File: config.mk
export PLATFORM = sky130hd
export DESIGN_NAME = l2_input_arbiter
export DESIGN_NICKNAME = d
export VERILOG_FILES = /design/src/rtl/l2_input_arbiter_pkg.sv /design/src/rtl/l2_skid_hold.sv /design/src/rtl/l2_input_arbiter.sv
export SDC_FILE = /design/constraint.sdc
export NUM_CORES = 1
export LEC_CHECK = 0
export BUFFER_PORTS_ARGS = -buffer_cell sky130_fd_sc_hd__buf_2
export CORE_MARGIN = 2
export CORE_UTILIZATION = 35
export DETAILED_ROUTE_END_ITERATION = 7
export PLACE_DENSITY = 0.67
export SLEW_MARGIN = 30
export SYNTH_ARGS = -nofsm -noshare
export SYNTH_HDL_FRONTEND = slang
export SYNTH_SLANG_ARGS = --single-unit
File: constraint.sdc
create_clock -name clk -period 6.2 [get_ports clk]
set_clock_uncertainty 0.2 [all_clocks]
set_input_delay 0.62 -clock clk [delete_from_list [all_inputs] [get_ports clk]]
set_output_delay 0.62 -clock clk [all_outputs]
set_load 0.03 [all_outputs]
File: src/rtl/l2_input_arbiter_pkg.sv
// l2_input_arbiter_pkg: shared types for the L2 ingress arbiter.
// Holds the arbitration kind encoding, the default starvation limit and the
// message payload structs carried through the arbiter without decoding.
package l2_input_arbiter_pkg;

  // Which channel currently owns the output stage
  typedef enum logic [1:0] {
    ARB_NONE = 2'd0,
    ARB_RSP  = 2'd1,
    ARB_FWD  = 2'd2,
    ARB_CPU  = 2'd3
  } arb_kind_t;

  // Consecutive lost arbitration cycles before a held CPU request is promoted
  localparam int L2_ARB_STARVE_MAX = 8;

  // Response arriving from the NoC (data or ack for an outstanding request)
  typedef struct packed {
    logic [1:0]  coh_msg;
    logic [31:0] addr;
    logic [31:0] line_word;
  } l2_rsp_in_t;

  // Forwarded coherence request from the directory
  typedef struct packed {
    logic [2:0]  coh_msg;
    logic [3:0]  req_id;
    logic [31:0] addr;
    logic [31:0] line_word;
  } l2_fwd_in_t;

  // Request from the local CPU / L1
  typedef struct packed {
    logic [1:0]  cpu_msg;
    logic [2:0]  hsize;
    logic [1:0]  hprot;
    logic [31:0] addr;
    logic [31:0] word;
  } l2_cpu_req_t;

endpackage

File: src/rtl/l2_skid_hold.sv
// l2_skid_hold: one-entry valid/ready hold register for one ingress channel.
// The entry may be refilled on the same edge that the arbiter takes the old
// contents, so a selected channel keeps full throughput.
module l2_skid_hold #(
  parameter int W = 8
) (
  input  logic         clk,
  input  logic         rst_n,
  input  logic         in_valid,
  output logic         in_ready,
  input  logic [W-1:0] in_data,
  input  logic         sel,
  output logic         hold_v,
  output logic [W-1:0] hold_data
);

  logic         hold_v_reg;
  logic [W-1:0] hold_data_reg;

  // Room exists when empty or when the current entry leaves this cycle
  assign in_ready  = !hold_v_reg || sel;
  assign hold_v    = hold_v_reg;
  assign hold_data = hold_data_reg;

  // Capture a new message, or drop the entry once the arbiter has taken it
  always_ff @(posedge clk or negedge rst_n) begin
    if (!rst_n) begin
      hold_v_reg    <= 1'b0;
      hold_data_reg <= '0;
    end else if (in_valid && in_ready) begin
      hold_v_reg    <= 1'b1;
      hold_data_reg <= in_data;
    end else if (sel) begin
      hold_v_reg    <= 1'b0;
    end
  end

endmodule

File: src/rtl/l2_input_arbiter.sv
// l2_input_arbiter: ingress stage of the Spandex L2.
// Buffers one response, one forward and one CPU request, picks one per cycle
// (RSP > FWD > CPU, a stalled FWD is skipped) and registers the winner into a
// single valid/ready output stage.
// Optional feature macro: L2_ARB_ANTI_STARVE_EN -- when defined, a CPU
// request that keeps losing is promoted above FWD after STARVE_MAX losses
// (never above RSP, which must always drain first for deadlock freedom).
module l2_input_arbiter
  import l2_input_arbiter_pkg::*;
#(
  parameter int STARVE_MAX = L2_ARB_STARVE_MAX,
  parameter int STARVE_W   = $clog2(STARVE_MAX + 1)
) (
  input  logic        clk,
  input  logic        rst_n,
  input  logic        l2_rsp_in_valid,
  output logic        l2_rsp_in_ready,
  input  l2_rsp_in_t  l2_rsp_in,
  input  logic        l2_fwd_in_valid,
  output logic        l2_fwd_in_ready,
  input  l2_fwd_in_t  l2_fwd_in,
  input  logic        l2_cpu_req_valid,
  output logic        l2_cpu_req_ready,
  input  l2_cpu_req_t l2_cpu_req,
  input  logic        fwd_stall,
  output logic        out_valid,
  input  logic        out_ready,
  output arb_kind_t   out_kind,
  output l2_rsp_in_t  out_rsp,
  output l2_fwd_in_t  out_fwd,
  output l2_cpu_req_t out_cpu
);

  logic        rsp_hold_v, fwd_hold_v, cpu_hold_v;
  l2_rsp_in_t  rsp_hold;
  l2_fwd_in_t  fwd_hold;
  l2_cpu_req_t cpu_hold;
  logic        rsp_sel, fwd_sel, cpu_sel;
  arb_kind_t   sel_kind;
  logic        ld;
  logic        cpu_promote;

  logic        out_valid_reg;
  arb_kind_t   out_kind_reg;
  l2_rsp_in_t  out_rsp_reg;
  l2_fwd_in_t  out_fwd_reg;
  l2_cpu_req_t out_cpu_reg;

  l2_skid_hold #(.W($bits(l2_rsp_in_t))) u_rsp_hold (
    .clk       (clk),
    .rst_n     (rst_n),
    .in_valid  (l2_rsp_in_valid),
    .in_ready  (l2_rsp_in_ready),
    .in_data   (l2_rsp_in),
    .sel       (rsp_sel),
    .hold_v    (rsp_hold_v),
    .hold_data (rsp_hold)
  );

  l2_skid_hold #(.W($bits(l2_fwd_in_t))) u_fwd_hold (
    .clk       (clk),
    .rst_n     (rst_n),
    .in_valid  (l2_fwd_in_valid),
    .in_ready  (l2_fwd_in_ready),
    .in_data   (l2_fwd_in),
    .sel       (fwd_sel),
    .hold_v    (fwd_hold_v),
    .hold_data (fwd_hold)
  );

  l2_skid_hold #(.W($bits(l2_cpu_req_t))) u_cpu_hold (
    .clk       (clk),
    .rst_n     (rst_n),
    .in_valid  (l2_cpu_req_valid),
    .in_ready  (l2_cpu_req_ready),
    .in_data   (l2_cpu_req),
    .sel       (cpu_sel),
    .hold_v    (cpu_hold_v),
    .hold_data (cpu_hold)
  );

  // The output stage can take a new message when empty or being drained
  assign ld = !out_valid_reg || out_ready;

`ifdef L2_ARB_ANTI_STARVE_EN
  logic [STARVE_W-1:0] starve_cnt_reg;

  assign cpu_promote = (starve_cnt_reg == STARVE_W'(STARVE_MAX));

  // Count selection cycles a held CPU request loses; reset when it wins or leaves
  always_ff @(posedge clk or negedge rst_n) begin
    if (!rst_n) begin
      starve_cnt_reg <= '0;
    end else if (!cpu_hold_v || cpu_sel) begin
      starve_cnt_reg <= '0;
    end else if (ld && !cpu_promote) begin
      starve_cnt_reg <= starve_cnt_reg + 1'b1;
    end
  end
`else
  // Starvation parameters are accepted for interface compatibility only
  logic [31:0] unused_starve_cfg;
  assign unused_starve_cfg = 32'(STARVE_MAX + STARVE_W);
  assign cpu_promote = 1'b0;
`endif

  // Fixed-priority pick; only evaluated when the output stage can load
  always_comb begin
    rsp_sel  = 1'b0;
    fwd_sel  = 1'b0;
    cpu_sel  = 1'b0;
    sel_kind = ARB_NONE;
    if (ld) begin
      if (rsp_hold_v) begin
        rsp_sel  = 1'b1;
        sel_kind = ARB_RSP;
      end else if (cpu_hold_v && cpu_promote) begin
        cpu_sel  = 1'b1;
        sel_kind = ARB_CPU;
      end else if (fwd_hold_v && !fwd_stall) begin
        fwd_sel  = 1'b1;
        sel_kind = ARB_FWD;
      end else if (cpu_hold_v) begin
        cpu_sel  = 1'b1;
        sel_kind = ARB_CPU;
      end
    end
  end

  // Register the winner; unselected payload groups keep their last value
  always_ff @(posedge clk or negedge rst_n) begin
    if (!rst_n) begin
      out_valid_reg <= 1'b0;
      out_kind_reg  <= ARB_NONE;
      out_rsp_reg   <= '0;
      out_fwd_reg   <= '0;
      out_cpu_reg   <= '0;
    end else if (ld) begin
      out_valid_reg <= (sel_kind != ARB_NONE);
      out_kind_reg  <= sel_kind;
      if (rsp_sel) out_rsp_reg <= rsp_hold;
      if (fwd_sel) out_fwd_reg <= fwd_hold;
      if (cpu_sel) out_cpu_reg <= cpu_hold;
    end
  end

  assign out_valid = out_valid_reg;
  assign out_kind  = out_kind_reg;
  assign out_rsp   = out_rsp_reg;
  assign out_fwd   = out_fwd_reg;
  assign out_cpu   = out_cpu_reg;

endmodule

==> results of run 1 <==
-- cells by family after synthesis --
group	after synthesis
AOI/OAI and AO/OA	77
and+or+nand+nor	160
DFF	422
muxes	345
buffers and inverters	70
-- area by class of cell --
type                    instances  area, sq um  share of cell area (%)
diodes                          4         10.0                  0.0492
repair buffers                443         2360                    11.6
flip-flops and latches        422        10600                    52.0
well taps                     600          751                    3.69
clock buffers                  66         1350                    6.63
clock inverters                10          190                   0.936
multi-input cells             582         5100                    25.1
inverters                       2         7.51                  0.0369
-- where the power goes --
part           switching [uW]  total, uW  leakage (uW)  internal [uW]
clock network            1080       2780      0.000756           1710
logic                    1850       2930       0.00381           1080
registers                 450       4100       0.00507           3650
-- layer usage --
| layer | up-vias | part of all wire, % | global-route usage [%] |
|---|---|---|---|
| li1 | 4605 | - | - |
| met1 | 5185 | 39 | 18.4 |
| met2 | 349 | 48 | 25.4 |
| met3 | 87 | 8.7 | 5.33 |
| met4 | 0 | 4.1 | 7.71 |
| met5 | - | 0 | 0 |
-- cells in the mapped netlist --
cell type / n
a21oi_1: 1
buf_1: 2
buf_2: 11
buf_4: 23
buf_6: 7
clkbuf_1: 25
dfrtp_1: 422
inv_1: 2
mux2_1: 18
mux2_2: 327
nand2_1: 146
nand2b_1: 5
nand3b_1: 1
nor2_1: 1
nor2b_2: 1
nor2b_4: 1
nor3_2: 1
nor4b_2: 1
nor4b_4: 1
o21ai_0: 1
o22ai_1: 71
o31a_1: 1
o31ai_1: 2
o41ai_4: 1
or2_2: 1
or4_1: 1
-- layout by cell type (no fill, tap or decap), types with 2 or more instances in the layout --
master,Yosys,final
buf_2,11,427
dfrtp_1,422,422
mux2_2,327,327
nand2_1,146,145
o22ai_1,71,71
clkbuf_16,0,47
mux2_1,18,18
clkbuf_8,0,10
clkbuf_1,25,9
buf_4,23,7
bufinv_16,0,5
diode_2,0,4
buf_12,0,4
nand2b_1,5,3
clkinv_2,0,3
inv_1,2,2
o31ai_1,2,2
nand2b_4,0,2
nor4b_4,1,2
buf_16,0,2
-- final timing paths --
kind,endpoint,slack [ns],cells after the start,startpoint
worst max-delay path,l2_fwd_in_ready,2.85,4,u_rsp_hold.hold_v
worst min register to register,out_cpu[8],0.28,1,out_cpu[8]
min in group asynchronous,out_cpu[63],0.46,2,rst_n
max in group asynchronous,u_rsp_hold.hold_data[15],3.91,4,rst_n
worst max register to register,u_rsp_hold.hold_data[7],3.57,4,u_rsp_hold.hold_v
worst min-delay path,u_cpu_hold.hold_data[12],0.08,2,l2_cpu_req[12]
-- metrics by stage --
stage / std cells / utilization [%]
finish: 2129 / 44.9
global route: 2129 / 44.9
CTS: 2122 / 44.7
detailed placement: 2045 / 41.3
global placement: 2044 / 41.2
floorplan: 1074 / -
-- timing repair --
action / 4_1_cts / 5_1_grt
setup buffers: 0 / 0
endpoints found under the hold margin: 86 / 0
gates resized for setup: 0 / 0
hold buffers: 1 / 0
==> run summary, run 1 <==
Initial Utilization: 35.4%
Final Instance Area: 20300 sq um
Setup CP Type: reg -> out
Cell Pwr Density: 483 nW/um^2
post-route ant nets: 0
Final Hold Viols: 0
vias in the first global route: 11000
Max Fclk: 298 MHz
final total power: 9810 uW
Post-Syn Area: 16000 sq um
number of remaining DRC errors: 0
DRT Wirelength: 37.8 mm
Chip Height: 218 um
grt total ovfl: 0
area grow syn2layout: 26.7%
fillers: 4142
Worst-Skew Late Latency: 0.57 ns
Mean Syn Cell Area: 14.9 sq um
# clock sinks: 422
final worst slack: 2.85 ns
drt first pass iters: 4
RePlAce Congestion: 0.772
CP Capture Type: output pin
layout cell share with drive strength beyond 1: 55.5%
VDD IR max: 414 uV
Initial DRC Count: 477
clock tree buffer depth: 3
max-cap violations: 0
leakage: 0.00963 uW
Critical Path, Cell by Cell: o31a_2 -> buf_4 -> inv_1 -> buf_2
worst path bufs/invs: 3
Yosys top cell by area: dfrtp_1
Setup crit start kind: register
Hold Path Class: in -> reg
CTS tree: built
Yosys Warn Count: 0
cell family with most CP delay: buffers and inverters
DP HPWL: 24.6 mm
hold slack: 0.0779 ns
num ports: 429
largest family of logic cells by synthesized area: multiplexers
via/cell ratio: 4.80
largest cells by area after synthesis: dfrtp_1 66%, mux2_2 23%, nand2_1 3.4%
Adder-Cell Fraction of Synth Area: 0%
Synth Net Count: 1289
max-slew violations: 0
CP max FO: 73
largest net degree at the start of global routing: 171
initial antenna violation count: 4
placed cell areas: 18700 sq um
slowest stage delay, CP: 0.75 ns
synthesized flop and latch total: 422
Post-Place Setup Slack: 3.12 ns
core area: 45300 sq um
Synth Area in Simple Gates: 4.21%
# nets final: 1711
htree depth: 2
die area: 47600 sq um
status: finished, final reports clean
count of cell types in the netlist: 26
Yosys top cell area share: 65.8%
RSZ-0062 raised after global routing: false
clk root buf: clkbuf_16
worst path arrival time: 2.53 ns
minimum clock period: 3.35 ns
port bufs: 428
Final Cycle Share: 54.1%
crit path max-delay cell type: dfrtp_1
mux cell area share after synthesis: 24.2%
Synth Instances: 1074
Worst-Margin Slew: 0.948 ns
Inserted Clock Buffers: 45
slew margin rel.: 36.8%
clk slew on worst S/H paths: 0.06 ns
Critical Path RT: 5.38 ns
Fin Setup TNS: 0 ns
Core Rows: 78
Routed WL per cell: 17.8 um
final setup fails: 0
Chip Width: 218 um
first-pass GRT wire length: 59.1 mm
total global-route track usage: 15.6%
via count: 10200
sequential area share after synthesis: 65.8%
compound-gate portion of the synthesized area: 3.15%
post-synthesis xor/xnor area fraction: 0%
No activity file was read; power rests on OpenSTA's default activity.
==> run 2, diff against run 1 <==
Settings changed: PLACE_DENSITY 0.67 to 0.69.
Clock period 6.2 ns to 2.7 ns, I/O delays scaled along.
==> run 2 against run 1 <==
Final cell count up 11%. First-iteration DRC count up 53%. Flip-flop and latch count unchanged. Register-to-register slack worse by 3.1 ns. Clock power up 120%. Wire length up 13%. Die area unchanged. Largest cell class unchanged. Highest routed layer unchanged. Sequential share of layout area down 5.4 points. Via count up 9.9%. Critical path depth unchanged. Combinational power up 140%. Count of clock-buffer cells in the layout up 3.
==> run summary, run 2 (synthesis gave the netlist of run 1 again) <==
Worst-Skew Late Latency: 0.57 ns (about the same)
final total power: 22700 uW (+130%)
max-slew violations: 0 (unchanged)
Core Rows: 78 (unchanged)
largest net degree at the start of global routing: 79 (-54%)
placed cell areas: 19000 sq um (+1.8%)
Sw Ratio: 35.1% (+0.65 points)
max-cap violations: 0 (unchanged)
initial antenna violation count: 1 (-3)
fillers: 3819 (-7.8%)
CTS resizes: 0 (unchanged)
drt first pass iters: 4 (unchanged)
RSZ-0062 raised after global routing: false
htree depth: 2 (unchanged)
CTS tree: built
clk slew on worst S/H paths: 0.06 ns (about the same)
layout cell share with drive strength beyond 1: 49.4% (-6.1 points)
RePlAce Congestion: 0.773 (+0.18%)
Initial DRC Count: 731 (+53%)
port bufs: 428 (unchanged)
DRT Wirelength: 42.6 mm (+13%)
CP max FO: 13 (-82%)
area grow syn2layout: 41.3%
commonest non-fill, non-tap cells in the layout: 427 x buf_2, 422 x dfrtp_1, 327 x mux2_2, 215 x dlygate4sd3_1, 145 x nand2_1
num ports: 429 (unchanged)
number of remaining DRC errors: 0 (unchanged)
logic gate share of total power: 31.3% (+1.4 points)
Max Fclk: 398 MHz
core area: 45300 sq um (unchanged)
via count: 11200 (+9.9%)
Final Hold Viols: 0 (unchanged)
Setup CP Type: reg -> out
Critical Path RT: 2.23 ns (-3.15 ns)
minimum clock period: 2.51 ns
grt total ovfl: 0 (unchanged)
Routed WL per cell: 18.0 um (+1.3%)
status: finished, final reports clean
first-pass GRT wire length: 66.0 mm (+12%)
via/cell ratio: 4.75 (-1.0%)
Fin Setup TNS: 0 ns (unchanged)
die area: 47600 sq um (unchanged)
Seq pwr share: 41.7% (about the same)
DP HPWL: 26.6 mm (+8.3%)
internal power: 14800 uW (+130%)
slew margin rel.: 62.5% (+26 points)
Initial Utilization: 35.4% (unchanged)
CP Capture Type: output pin
sw power: 7980 uW (+140%)
commonest non-fill, non-tap cell in the layout: buf_2
clock power share: 27.0% (-1.4 points)
Setup crit start kind: register
VDD IR max: 801 uV (+94%)
Final Instance Area: 22700 sq um (+12%)
clock tree buffer depth: 3 (unchanged)
fin util: 50.1% (+5.2 points)
# nets final: 1942 (+14%)
post-route ant nets: 0 (unchanged)
Final Cycle Share: 93.0%
leakage: 0.0106 uW (+10%)
R2R Setup Slk: 0.46 ns (-3.11 ns)
vias in the first global route: 12200 (+11%)
Inserted Clock Buffers: 45 (unchanged)
total global-route track usage: 17.6% (+2.0 points)
worst path arrival time: 2.04 ns (-0.49 ns)
Chip Height: 218 um (unchanged)
Cell Pwr Density: 1000 nW/um^2 (+110%)
Chip Width: 218 um (unchanged)
final setup fails: 0 (unchanged)
clk root buf: clkbuf_16
# clock sinks: 422 (unchanged)
Hold Path Class: in -> async
Worst-Margin Slew: 0.560 ns (-0.388 ns)
## run 2: changes by cell type in the layout (fill, tap and decap cells not counted), moves of 2 or more
cell / before / now
clkinv_2: 3 / 9
diode_2: 4 / 2
buf_12: 4 / 18
nand2b_2: 0 / 2
nand2b_4: 2 / 0
dlygate4sd3_1: 1 / 215
bufinv_16: 5 / 1
buf_16: 2 / 0
buf_4: 7 / 13
clkbuf_8: 10 / 14
## run 2: layout make-up
cell class              instances  area, sq um  share of cell area (%)
well taps                     600          751                    3.31
clock buffers                  69         1400                    6.17
clock inverters                13          100                   0.441
repair buffers                674         4760                    21.0
diodes                          2         5.00                  0.0221
multi-input cells             582         5090                    22.4
flip-flops and latches        422        10600                    46.6
inverters                       2         7.51                  0.0331
## run 2: per-layer routing
metal	share of wire, %	wire length [um]	global-route usage [%]	up-vias
met2	50	21400	30.3	397
li1	-	-	-	5063
met3	6.7	2860	4.73	111
met1	39	16600	20.3	5666
met4	4.0	1720	8.30	0
met5	0	0	0	-
## run 2: critical path, cell delays in order (launching register included)
cell and delay [ns]:
dfrtp_1 0.37, nor2b_4 0.39, o31a_2 0.45, inv_1 0.07, buf_2 0.18
## run 2: power groups by stage
stage | combinational, uW | sequential [uW] | clock, uW
after floorplan | 2050 | 11900 | 0
after global placement | 6730 | 9400 | 0
after detailed placement | 6860 | 9540 | 0
after CTS | 7130 | 9460 | 6310
after global routing | 7520 | 9720 | 6590
final | 7130 | 9480 | 6140
## run 2: through the flow
stage | instances | setup slack [ns] | hold slack (ns)
finish | 2364 | 0.189 | 0.0256
global route | 2363 | 0.0332 | 0.0676
CTS | 2362 | 0.116 | 0.0259
detailed placement | 2065 | 0.450 | 0.0605
global placement | 2065 | 0.503 | 0.0511
floorplan | 1074 | 0.512 | -0.226
## run 2: final timing paths
kind,start,end,depth (start not counted)
worst max-delay path,out_valid,l2_fwd_in_ready,4
worst min-delay path,rst_n,out_cpu[17],2
worst max register to register,u_rsp_hold.hold_v,out_cpu[45],4
worst min register to register,out_cpu[8],out_cpu[8],1
max in group asynchronous,rst_n,out_cpu[50],4
min in group clk,fwd_stall,u_fwd_hold.hold_data[51],4
## run 2: timing repair
action | CTS | global route
hold endpoints to repair | 611 | 0
setup endpoints to repair | 0 | 0
hold buffers | 215 | 0
setup buffers | 0 | 0
